$ cat src/rtl/mod_inv_sched.sv
// mod_inv_sched -- two-requester scheduler in front of one shared modular
// inverse core. Picks a requester round-robin, captures its operand, starts
// the core (or short-circuits a zero operand to an error result), waits for
// the core, and hands the result back with a done pulse to the owner.
//
// Optional build macro: MOD_INV_TIMEOUT_EN
//   defined   -> WAIT is guarded by a 16-bit watchdog; after TIMEOUT_CYCLES
//                WAIT cycles without core_done the request ends with err=1.
//   undefined -> no watchdog; WAIT holds until core_done.
//
// Ports
//   clk, reset        clock, synchronous active-low reset
//   req0/req1         level requests, held until the matching gnt pulse
//   op0/op1 [255:0]   operands, stable while the matching req is high
//   gnt0/gnt1         one-cycle accept pulse (operand captured)
//   done0/done1       one-cycle completion pulse for the owner
//   result [255:0]    shared result bus, valid while a done is high
//   err               qualifies done: zero operand or watchdog abort
//   core_start        one-cycle start strobe to the core
//   core_input_num    registered operand presented to the core
//   core_inverse      core result
//   core_done         core completion flag (honoured only in WAIT)
module mod_inv_sched #(
  parameter int TIMEOUT_CYCLES = 4096
) (
  input  logic         clk,
  input  logic         reset,
  input  logic         req0,
  input  logic         req1,
  input  logic [255:0] op0,
  input  logic [255:0] op1,
  output logic         gnt0,
  output logic         gnt1,
  output logic         done0,
  output logic         done1,
  output logic [255:0] result,
  output logic         err,
  output logic         core_start,
  output logic [255:0] core_input_num,
  input  logic [255:0] core_inverse,
  input  logic         core_done
);

  // The watchdog counter is 16 bits wide, so the limit has to fit in it.
  if (TIMEOUT_CYCLES < 1 || TIMEOUT_CYCLES > 65535) begin : g_param_chk
    $error("mod_inv_sched: TIMEOUT_CYCLES must be in 1..65535");
  end

  typedef enum logic [1:0] {IDLE, ISSUE, WAIT, DELIVER} state_t;

  state_t       state;
  logic         owner;   // requester that owns the in-flight inversion
  logic         prio;    // requester favoured when both ask at once
  logic         win;
  logic [255:0] win_op;

`ifdef MOD_INV_TIMEOUT_EN
  localparam logic [15:0] TO_LIM = 16'(TIMEOUT_CYCLES);
  logic [15:0] wd_cnt;
  logic [15:0] wd_nxt;
  always_comb wd_nxt = wd_cnt + 16'd1;
`endif

  // A lone requester always wins; a tie goes to the one not served last.
  always_comb begin
    win    = (req0 & req1) ? prio : req1;
    win_op = win ? op1 : op0;
  end

  always_ff @(posedge clk) begin
    if (!reset) begin
      state          <= IDLE;
      owner          <= 1'b0;
      prio           <= 1'b0;
      gnt0           <= 1'b0;
      gnt1           <= 1'b0;
      done0          <= 1'b0;
      done1          <= 1'b0;
      result         <= '0;
      err            <= 1'b0;
      core_start     <= 1'b0;
      core_input_num <= '0;
`ifdef MOD_INV_TIMEOUT_EN
      wd_cnt         <= '0;
`endif
    end else begin
      gnt0       <= 1'b0;
      gnt1       <= 1'b0;
      done0      <= 1'b0;
      done1      <= 1'b0;
      core_start <= 1'b0;
      case (state)
        IDLE: begin
          if (req0 | req1) begin
            owner          <= win;
            prio           <= ~win;
            gnt0           <= ~win;
            gnt1           <= win;
            core_input_num <= win_op;
            // Start is registered here so it is high exactly during ISSUE,
            // and only when the captured operand is nonzero.
            core_start     <= (win_op != '0);
            state          <= ISSUE;
          end
        end
        ISSUE: begin
          if (core_input_num == '0) begin
            // Zero has no inverse: skip the core entirely.
            result <= '0;
            err    <= 1'b1;
            done0  <= ~owner;
            done1  <= owner;
            state  <= DELIVER;
          end else begin
`ifdef MOD_INV_TIMEOUT_EN
            wd_cnt <= '0;
`endif
            state  <= WAIT;
          end
        end
        WAIT: begin
          if (core_done) begin
            result <= core_inverse;
            err    <= 1'b0;
            done0  <= ~owner;
            done1  <= owner;
            state  <= DELIVER;
          end
`ifdef MOD_INV_TIMEOUT_EN
          else if (wd_nxt == TO_LIM) begin
            result <= '0;
            err    <= 1'b1;
            done0  <= ~owner;
            done1  <= owner;
            state  <= DELIVER;
          end else begin
            wd_cnt <= wd_nxt;
          end
`endif
        end
        DELIVER: state <= IDLE;  // done pulse is high during this cycle
        default: state <= IDLE;
      endcase
    end
  end

endmodule

$ cat config.mk
export PLATFORM = sky130hd
export DESIGN_NAME = mod_inv_sched
export DESIGN_NICKNAME = d
export VERILOG_FILES = /design/src/rtl/mod_inv_sched.sv
export SDC_FILE = /design/constraint.sdc
export NUM_CORES = 1
export LEC_CHECK = 0
export CAP_MARGIN = 20
export CORE_AREA = 2 2 496 498
export DETAILED_ROUTE_END_ITERATION = 12
export DIE_AREA = 0 0 498 500
export MAX_ROUTING_LAYER = met4
export PLACE_DENSITY = 0.4
export RECOVER_POWER = 100
export SLEW_MARGIN = 0
export SYNTH_ARGS = -nofsm -noshare
export SYNTH_HDL_FRONTEND = slang
export SYNTH_SLANG_ARGS = --single-unit
export TNS_END_PERCENT = 50
$ cat constraint.sdc
create_clock -name clk -period 2.6 [get_ports clk]
set_input_delay 0.65 -clock clk [delete_from_list [all_inputs] [get_ports clk]]
set_output_delay 0.65 -clock clk [all_outputs]
set_load 0.03 [all_outputs]
# Yosys cells after proc, flatten, opt, wreduce, memory -nomap -nowiden
# Index checks and enable logic that the tools add are counted.
[totals] reg_bits=522 output_inout_bits=518
[op_classes] n_eq_ne=6 muxes=18 bitwise_logic=4 reduce_logical=8
[ops] operator="2-to-1 mux 256 bit" count=3
[ops] operator="one-hot mux 256 bit (2 select lines)" count=1
[ops] operator="logical NOT 256 bit" count=1
[ops] operator="nonzero test 256 bit" count=1
[ops] operator="2-to-1 mux 1 bit" count=8
[ops] operator="one-hot mux 2 bit (4 select lines)" count=1
[ops] operator="!= test 2 bit, second input constant" count=3
[ops] operator="one-hot mux 1 bit (2 select lines)" count=3
[ops] operator="AND reduction 3 bit" count=2
[ops] operator="equality test 2 bit, second input constant" count=2
[ops] operator="2-to-1 mux 2 bit" count=2
[ops] operator="AND reduction 2 bit" count=2
[ops] operator="equality test 2 x 1 -> 1 bit, second input constant" count=1
[ops] operator="logical NOT 2 bit" count=1
[ops] operator="inverter 1 bit" count=2
[ops] operator="nonzero test 2 bit" count=1
[ops] operator="AND 1 bit" count=1
[ops] operator="bitwise OR 1 bit" count=1

# Depth between registers and ports, before layout
# Gate-level depths: netlist of the first run.
[logic_depth] depth_word=4 mapped_depth=9

# Least setup slack after synthesis of the first run
# No wires, ideal clock.
[synth_timing] kind="register -> register" from="register core_input_num[192]" to="register result[199]" t_arrival_ns=2.503 required_time_ns=2.485 path_slack_ns=-0.018 stages_incl_launch_ff=9 path_buffers=2 cell_sequence="dfxtp_1 > nor4_1 > nand4_1 > or4_4 > o41a_1 > buf_4 > buf_6 > o21a_1 > o21a_1"
[synth_via] elab_chain_cells=3
[synth_lines] item="start, declared" line="39" source="output logic [255:0] core_input_num,"
[synth_lines] item="start signal, assigned" line="99" source="core_input_num <= win_op;"
[synth_lines] item="logical NOT 256 bit" line="107" source="if (core_input_num == '0) begin"
[synth_lines] item="!= test 2 bit (no source line)"
[synth_lines] item="AND reduction 3 bit (no source line)"
[synth_lines] item="end signal, assigned" line="123" source="result <= core_inverse;"
[synth_lines] item="end, declared" line="36" source="output logic [255:0] result,"
# No other way between the ends.
# A chain may end at the register's enable or synchronous reset.

# Worst setup path in the final report of the first run
[layout_timing] from="register core_input_num[20]" to="register result[115]"
# Same word-level chain as after synthesis.

==> impl_metrics.yaml, run 1 <==
status:
  status: "finished, violations left"
  violations: "negative setup slack"
worst_setup_path:
  crit_slowest_cell: "or4_4"
  critPathMaxStageDelay_ps: 530
  cp_max_fo: 18
  worstSetupPathType: "reg -> reg"
  worstPathArrival_ps: 3890
  end_kind: "register"
  critical_path.top_delay_family: "buffers and inverters"
  path_buf_inv: 5
  cp-start-kind: "register"
  critical_path_required_ps: 3200
  crit_chain: "nor4_2, buf_2, buf_4, nand4_1, buf_4, or4_4, o41a_4, buf_16, clkbuf_16, o21a_1, o21a_1"
final_layout:
  fin_cells: 8019
  area_growth_pct: 114
  multiInputGateArea_mm2: 0.0126
  layout-drive-gt1-share_pct: 24.3
  seq_area_mm2: 0.0105
  fin_nets: 5476
  fillerInstances: 27000
yosys:
  synth-seq-cells: 522
  synth_fp_nets: 3380
  avgSynthCellArea_um2: 9.12
  seq_area_frac_synth_pct: 44.0
  syn_area_mm2: 0.0237
  yosys.cell_types.count: 34
  ys.warnings.count: 0
  syn_inst: 2604
power_and_ir_drop:
  worst_ir_drop_vdd_uv: 542
  seqPwrFrac_pct: 24.4
  comb_power_share_pct: 49.7
  p_sw_uw: 17200
  p_per_area_mw_per_mm2: 831
  pwr-share-clk_pct: 25.9
  p_sw_share_pct: 40.7
  leakagePower_uw: 0.0214
  intPower_uw: 25100
  power_uw: 42200
floorplan:
  ios: 1291
  initial_core_util_pct: 9.72
  die_y_um: 500
  dieArea_mm2: 0.249
  die_x_um: 498
  row_count: 182
  core_mm2: 0.244
sta:
  finalSetupViolCount: 362
  slew_headroom_pct: 29.6
  fmax_ghz: 0.304
  hold_viol: 0
  slew_viol_final: 0
  rsz0062_at_grt: "yes"
  fin_crit_ps: 3290
  setup-tns-final_ps: -171120
  holdWs_ps: 218
  worst_slack_ps: -693
  clock_skew_ps: 61.6
  worst_pin_slew_ps: 1050
  period_share_pct: 127
global_route:
  first_global_vias: 30500
  gr-usage-all-layers_pct: 18.2
  grt_pass1_wl_um: 295000
  grt_overflow: 0
  antenna_found_initial: 97
  grt_max_degree: 112
clock_network:
  hold_buffers: 0
  insertion_delay_ps: 740
  cts_root_buf: "clkbuf_16"
  clock_path_buffers: 3
  cts_tree: "built"
  clock_sinks: 522
  cts.clk_slew.worst_paths_ps: 60
  h-tree-depth: 3
  cts_buffers: 75
route:
  routed_wl_um: 234000
  vias_per_cell: 3.71
  ant_nets: 0
  drt-initial-drc-count: 1615
  wl_per_cell_um: 29.2
  drcViolationCount: 0
  drt_pre_antenna_iters: 5
  route.vias.total: 29800
flow_run:
  max_cap_violations: 0
place:
  place_ws_ps: -1130
  hpwl_um: 198000
  gp_congestion: 1.02
  place_inst: 7795
  port_buffers: 1290
min_path:
  min_path_type: "in -> reg"
[power groups by stage]
stage	Combinational, µW	Clock (µW)	Sequential [µW]
floorplan	4950	0	13100
global placement	19300	0	10400
detailed placement	19300	0	10500
CTS	19500	11400	10300
global route	22200	11600	10400
finish	21000	10900	10300
[final cells by class]
type | count | area share (%)
Timing Repair Buffer | 2248 | 41.4
Multi-Input combinational cell | 1849 | 24.8
Sequential cell | 522 | 20.6
Tap cell | 3220 | 7.93
Clock buffer | 109 | 4.26
Clock inverter | 28 | 0.810
Antenna cell | 39 | 0.192
Inverter | 4 | 0.0295
[kinds of logic (layout without fill, tap and decap cells)]
family	Yosys count	in the layout	share of synthesized area (%)
simple gates	788	788	17.9
flops	522	522	44.0
mux	257	257	10.8
buf+inv	233	2389	4.65
fa+ha+maj	3	3	0.158
other cells	0	39	0
compound gates	801	801	22.4
[worst paths after layout]
path                       from     endpoint  slack [ps]  cells past startpoint
max          core_input_num[20]  result[115]        -690                     11
min                       reset  result[203]         220                      2
max reg2reg  core_input_num[20]  result[115]        -690                     11
min reg2reg         result[252]  result[252]         500                      2
[registers in the layout, summed over array words and instances, names as in the netlist]
| name | flops |
|---|---|
| core_start | 1 |
| gnt1 | 1 |
| done1 | 1 |
| gnt0 | 1 |
| state | 2 |
| done0 | 1 |
| result | 256 |
| core_input_num | 256 |
| err | 1 |
| prio | 1 |
| owner | 1 |
[layout by cell type, fill, tap and decap left out, types with 11 or more instances in the layout]
cell type,synthesis,layout
and3_1,248,195
and3_4,0,51
buf_12,0,47
buf_4,1,766
buf_6,26,18
clkbuf_1,162,63
clkbuf_16,0,100
clkbuf_2,2,38
clkbuf_4,0,37
clkbuf_8,0,16
clkdlybuf4s50_1,0,1109
clkinv_2,0,11
dfxtp_1,522,516
diode_2,0,39
dlygate4sd3_1,0,140
mux2i_1,257,257
nand2_1,268,268
nand4_1,50,50
nor4_1,201,186
nor4_2,0,14
o21a_1,498,498
o21ai_0,268,266
[metal layers]
layer	vias to the layer above	wire length (µm)	global-route usage (%)
met5	-	0	-
met4	0	8240	5.75
met3	293	16600	5.25
met2	1264	123000	33.4
met1	14300	86300	18.5
li1	13900	-	-
[per-stage QoR]
| step | util [%] | cell area, µm² |
|---|---|---|
| 2_1_floorplan | - | 23800 |
| 3_3_place_gp | 19.2 | 47000 |
| 3_5_place_dp | 19.3 | 47000 |
| 4_1_cts | 20.3 | 49700 |
| 5_1_grt | 20.8 | 50800 |
| 6_report | 20.8 | 50800 |
[cell usage after synthesis]
cell / instances / area share [%]
and4_1: 1 / 0.037
nor3_1: 1 / 0.021
a2111oi_0: 1 / 0.037
a211oi_1: 1 / 0.032
o41a_1: 1 / 0.047
ha_1: 3 / 0.16
o21ai_0: 268 / 5.6
nor2b_1: 1 / 0.026
or4_1: 2 / 0.063
clkbuf_2: 2 / 0.042
nand2_1: 268 / 4.2
o41ai_4: 1 / 0.12
nand3_1: 4 / 0.084
mux2i_1: 257 / 11
buf_4: 1 / 0.032
o211ai_1: 1 / 0.032
nand4_1: 50 / 1.3
and2_1: 2 / 0.053
dfxtp_1: 522 / 44
or4_4: 2 / 0.095
nor4_1: 201 / 5.3
o21a_1: 498 / 16
and3_1: 248 / 6.5
a31oi_1: 8 / 0.21
buf_2: 23 / 0.48
inv_1: 4 / 0.063
a21boi_0: 8 / 0.25
buf_1: 15 / 0.24
clkbuf_1: 162 / 2.6
nor2_1: 7 / 0.11
and4b_1: 1 / 0.042
a21oi_1: 11 / 0.23
buf_6: 26 / 1.2
a21o_1: 3 / 0.095
[timing repair]
item / CTS / global route
gates resized for setup: 14 / 113
endpoints found under the setup margin: 468 / 443
cloned: 1 / 31
pin swaps: 1 / 27
setup buffers: 2 / 13
hold endpoints to repair: 0 / 0
[worst register-to-register path: stages (launching register included)]
cell       delay (ps)
dfxtp_1           320
nor4_2            340
buf_2             240
buf_4             130
nand4_1            70
buf_4             200
or4_4             540
o41a_4            460
buf_16            210
clkbuf_16         280
o21a_1            190
o21a_1            170
No activity file was read; power rests on OpenSTA's default activity.
==> inputs of run 2 (changes only) <==
- CTS_CLUSTER_DIAMETER: default -> 100
==> run 2 against run 1 <==
Net effect:
- the flow still finishes with violations (negative setup slack)
- via count is 1.1% lower
- combinational power is 6% lower
- maximum frequency is 1.3% higher
- utilization is 0.32 points lower
- die area stayed put
- cell area is 1.5% lower
- global-route usage hardly changed
- non-clock buffer count is 28 lower
- count of clock-buffer cells in the layout is 6 higher
- total power is 3.1% lower
- cell count is 0.35% lower
- critical endpoint is now result[183]
- largest cell class unchanged
- largest power group unchanged
- highest routed layer unchanged
==> impl_metrics.yaml, run 2 (synthesis results as in run 1) <==
route:
  vias_per_cell: 3.68
  drcViolationCount: 0
  drt_pre_antenna_iters: 7
  ant_nets: 0
  route.vias.total: 29400
  routed_wl_um: 231000
  wl_per_cell_um: 28.9
  drt-initial-drc-count: 1572
sta:
  period_share_pct: 125
  fin_crit_ps: 3250
  fmax_ghz: 0.308
  rsz0062_at_grt: "yes"
  worst_pin_slew_ps: 1240
  slew_headroom_pct: 17.6
  hold_viol: 0
  clock_skew_ps: 45.3
  finalSetupViolCount: 277
  slew_viol_final: 0
  setup-tns-final_ps: -156930
  worst_slack_ps: -652
worst_setup_path:
  cp_max_fo: 16
  worstSetupPathType: "reg -> reg"
  cp-start-kind: "register"
  worstPathArrival_ps: 3830
  crit_slowest_cell: "o41a_4"
  critical_path_required_ps: 3180
  crit_chain: "nor4_4, buf_6, nand4_1, buf_4, or4_4, o41a_4, clkbuf_16, clkbuf_16, o21a_1, o21a_1"
  end_kind: "register"
  critPathMaxStageDelay_ps: 470
flow_run:
  max_cap_violations: 0
global_route:
  grt_overflow: 0
  grt_pass1_wl_um: 294000
  first_global_vias: 30500
  antenna_found_initial: 99
  gr-usage-all-layers_pct: 18.2
  grt_max_degree: 112
clock_network:
  cts.clk_slew.worst_paths_ps: 60
  h-tree-depth: 3
  hold_buffers: 0
  clock_path_buffers: 3
  clock_sinks: 522
  cts_buffers: 76
  cts_tree: "built"
  cts_root_buf: "clkbuf_16"
  insertion_delay_ps: 710
final_layout:
  finalInstanceArea_mm2: 0.0500
  multiInputGateArea_mm2: 0.0124
  fin_cells: 7991
  fillerInstances: 27000
  reg_top3: "core_input_num x256, result x256, state x2"
  area_growth_pct: 111
  mostFrequentLayoutCell: "clkdlybuf4s50_1"
  final_cell_mix: "1109 x clkdlybuf4s50_1, 775 x buf_4, 517 x dfxtp_1, 498 x o21a_1, 268 x nand2_1"
  layout-drive-gt1-share_pct: 23.2
  seq_area_mm2: 0.0105
  fin_nets: 5449
power_and_ir_drop:
  worst_ir_drop_vdd_uv: 415
  leakagePower_uw: 0.0212
  p_per_area_mw_per_mm2: 818
place:
  place_ws_ps: -1130
  gp_congestion: 1.02
  hpwl_um: 198000
  place_inst: 7795
  port_buffers: 1290
  place_area_mm2: 0.0470
floorplan:
  initial_core_util_pct: 9.72
  core_mm2: 0.244
  row_count: 182
  die_x_um: 498
  dieArea_mm2: 0.249
  ios: 1291
  die_y_um: 500
status:
  status: "finished, violations left"
  violations: "negative setup slack"
min_path:
  min_path_type: "in -> reg"
[run 2: changes by cell type in the layout (fill, tap and decap cells not counted), sizes merged]
cell      delta
diode        +2
bufinv       -3
clkinv       -4
clkbuf       -9
clkinvlp     -1
buf         -13
[run 2: critical path, delay by kind of cell (launching register included)]
family          cells  cell delay, ps
simple gates        3            1060
buf+inv             4             900
compound gates      3             810
flops               1             340
[run 2: cell type report]
| type | count | area share (%) |
|---|---|---|
| Timing Repair Buffer | 2220 | 40.9 |
| Multi-Input combinational cell | 1849 | 24.8 |
| Sequential cell | 522 | 20.9 |
| Tap cell | 3220 | 8.05 |
| Clock buffer | 115 | 4.60 |
| Clock inverter | 20 | 0.510 |
| Antenna cell | 41 | 0.205 |
| Inverter | 4 | 0.0300 |
[run 2: worst paths after layout]
kind                             from           to  slack [ps]  cells past startpoint
setup / recovery  core_input_num[255]  result[183]        -650                     10
hold / removal                  reset  result[203]         280                      2
setup reg to reg  core_input_num[255]  result[183]        -650                     10
hold reg to reg           result[248]  result[248]         500                      2
[run 2: what timing repair did]
action / CTS / global route
setup endpoints to repair: 427 / 438
resized for setup: 16 / 46
pin swaps: 1 / 39
cloned: 1 / 15
setup buffers: 1 / 3
[run 2: per-layer routing]
metal | up-vias | GRT usage (%) | routed length [µm]
met1 | 14100 | 18.4 | 84700
met5 | - | - | 0
met3 | 292 | 5.57 | 16900
met2 | 1203 | 33.6 | 122000
li1 | 13800 | - | -
met4 | 0 | 4.99 | 7890
[run 2: stage by stage]
stage / utilization, % / total power [µW] / hold slack [ps]
6_report: 20.5 / 40900 / 278
3_3_place_gp: 19.2 / 29700 / 484
3_5_place_dp: 19.3 / 29700 / 496
4_1_cts: 20.3 / 41100 / 169
5_1_grt: 20.5 / 42900 / 194
2_1_floorplan: - / 18000 / 434
[run 2: report_power, final]
part	switching, µW	internal [µW]
registers	906	9400
logic	11300	8540
clock network	4460	6330
total	16700	24300
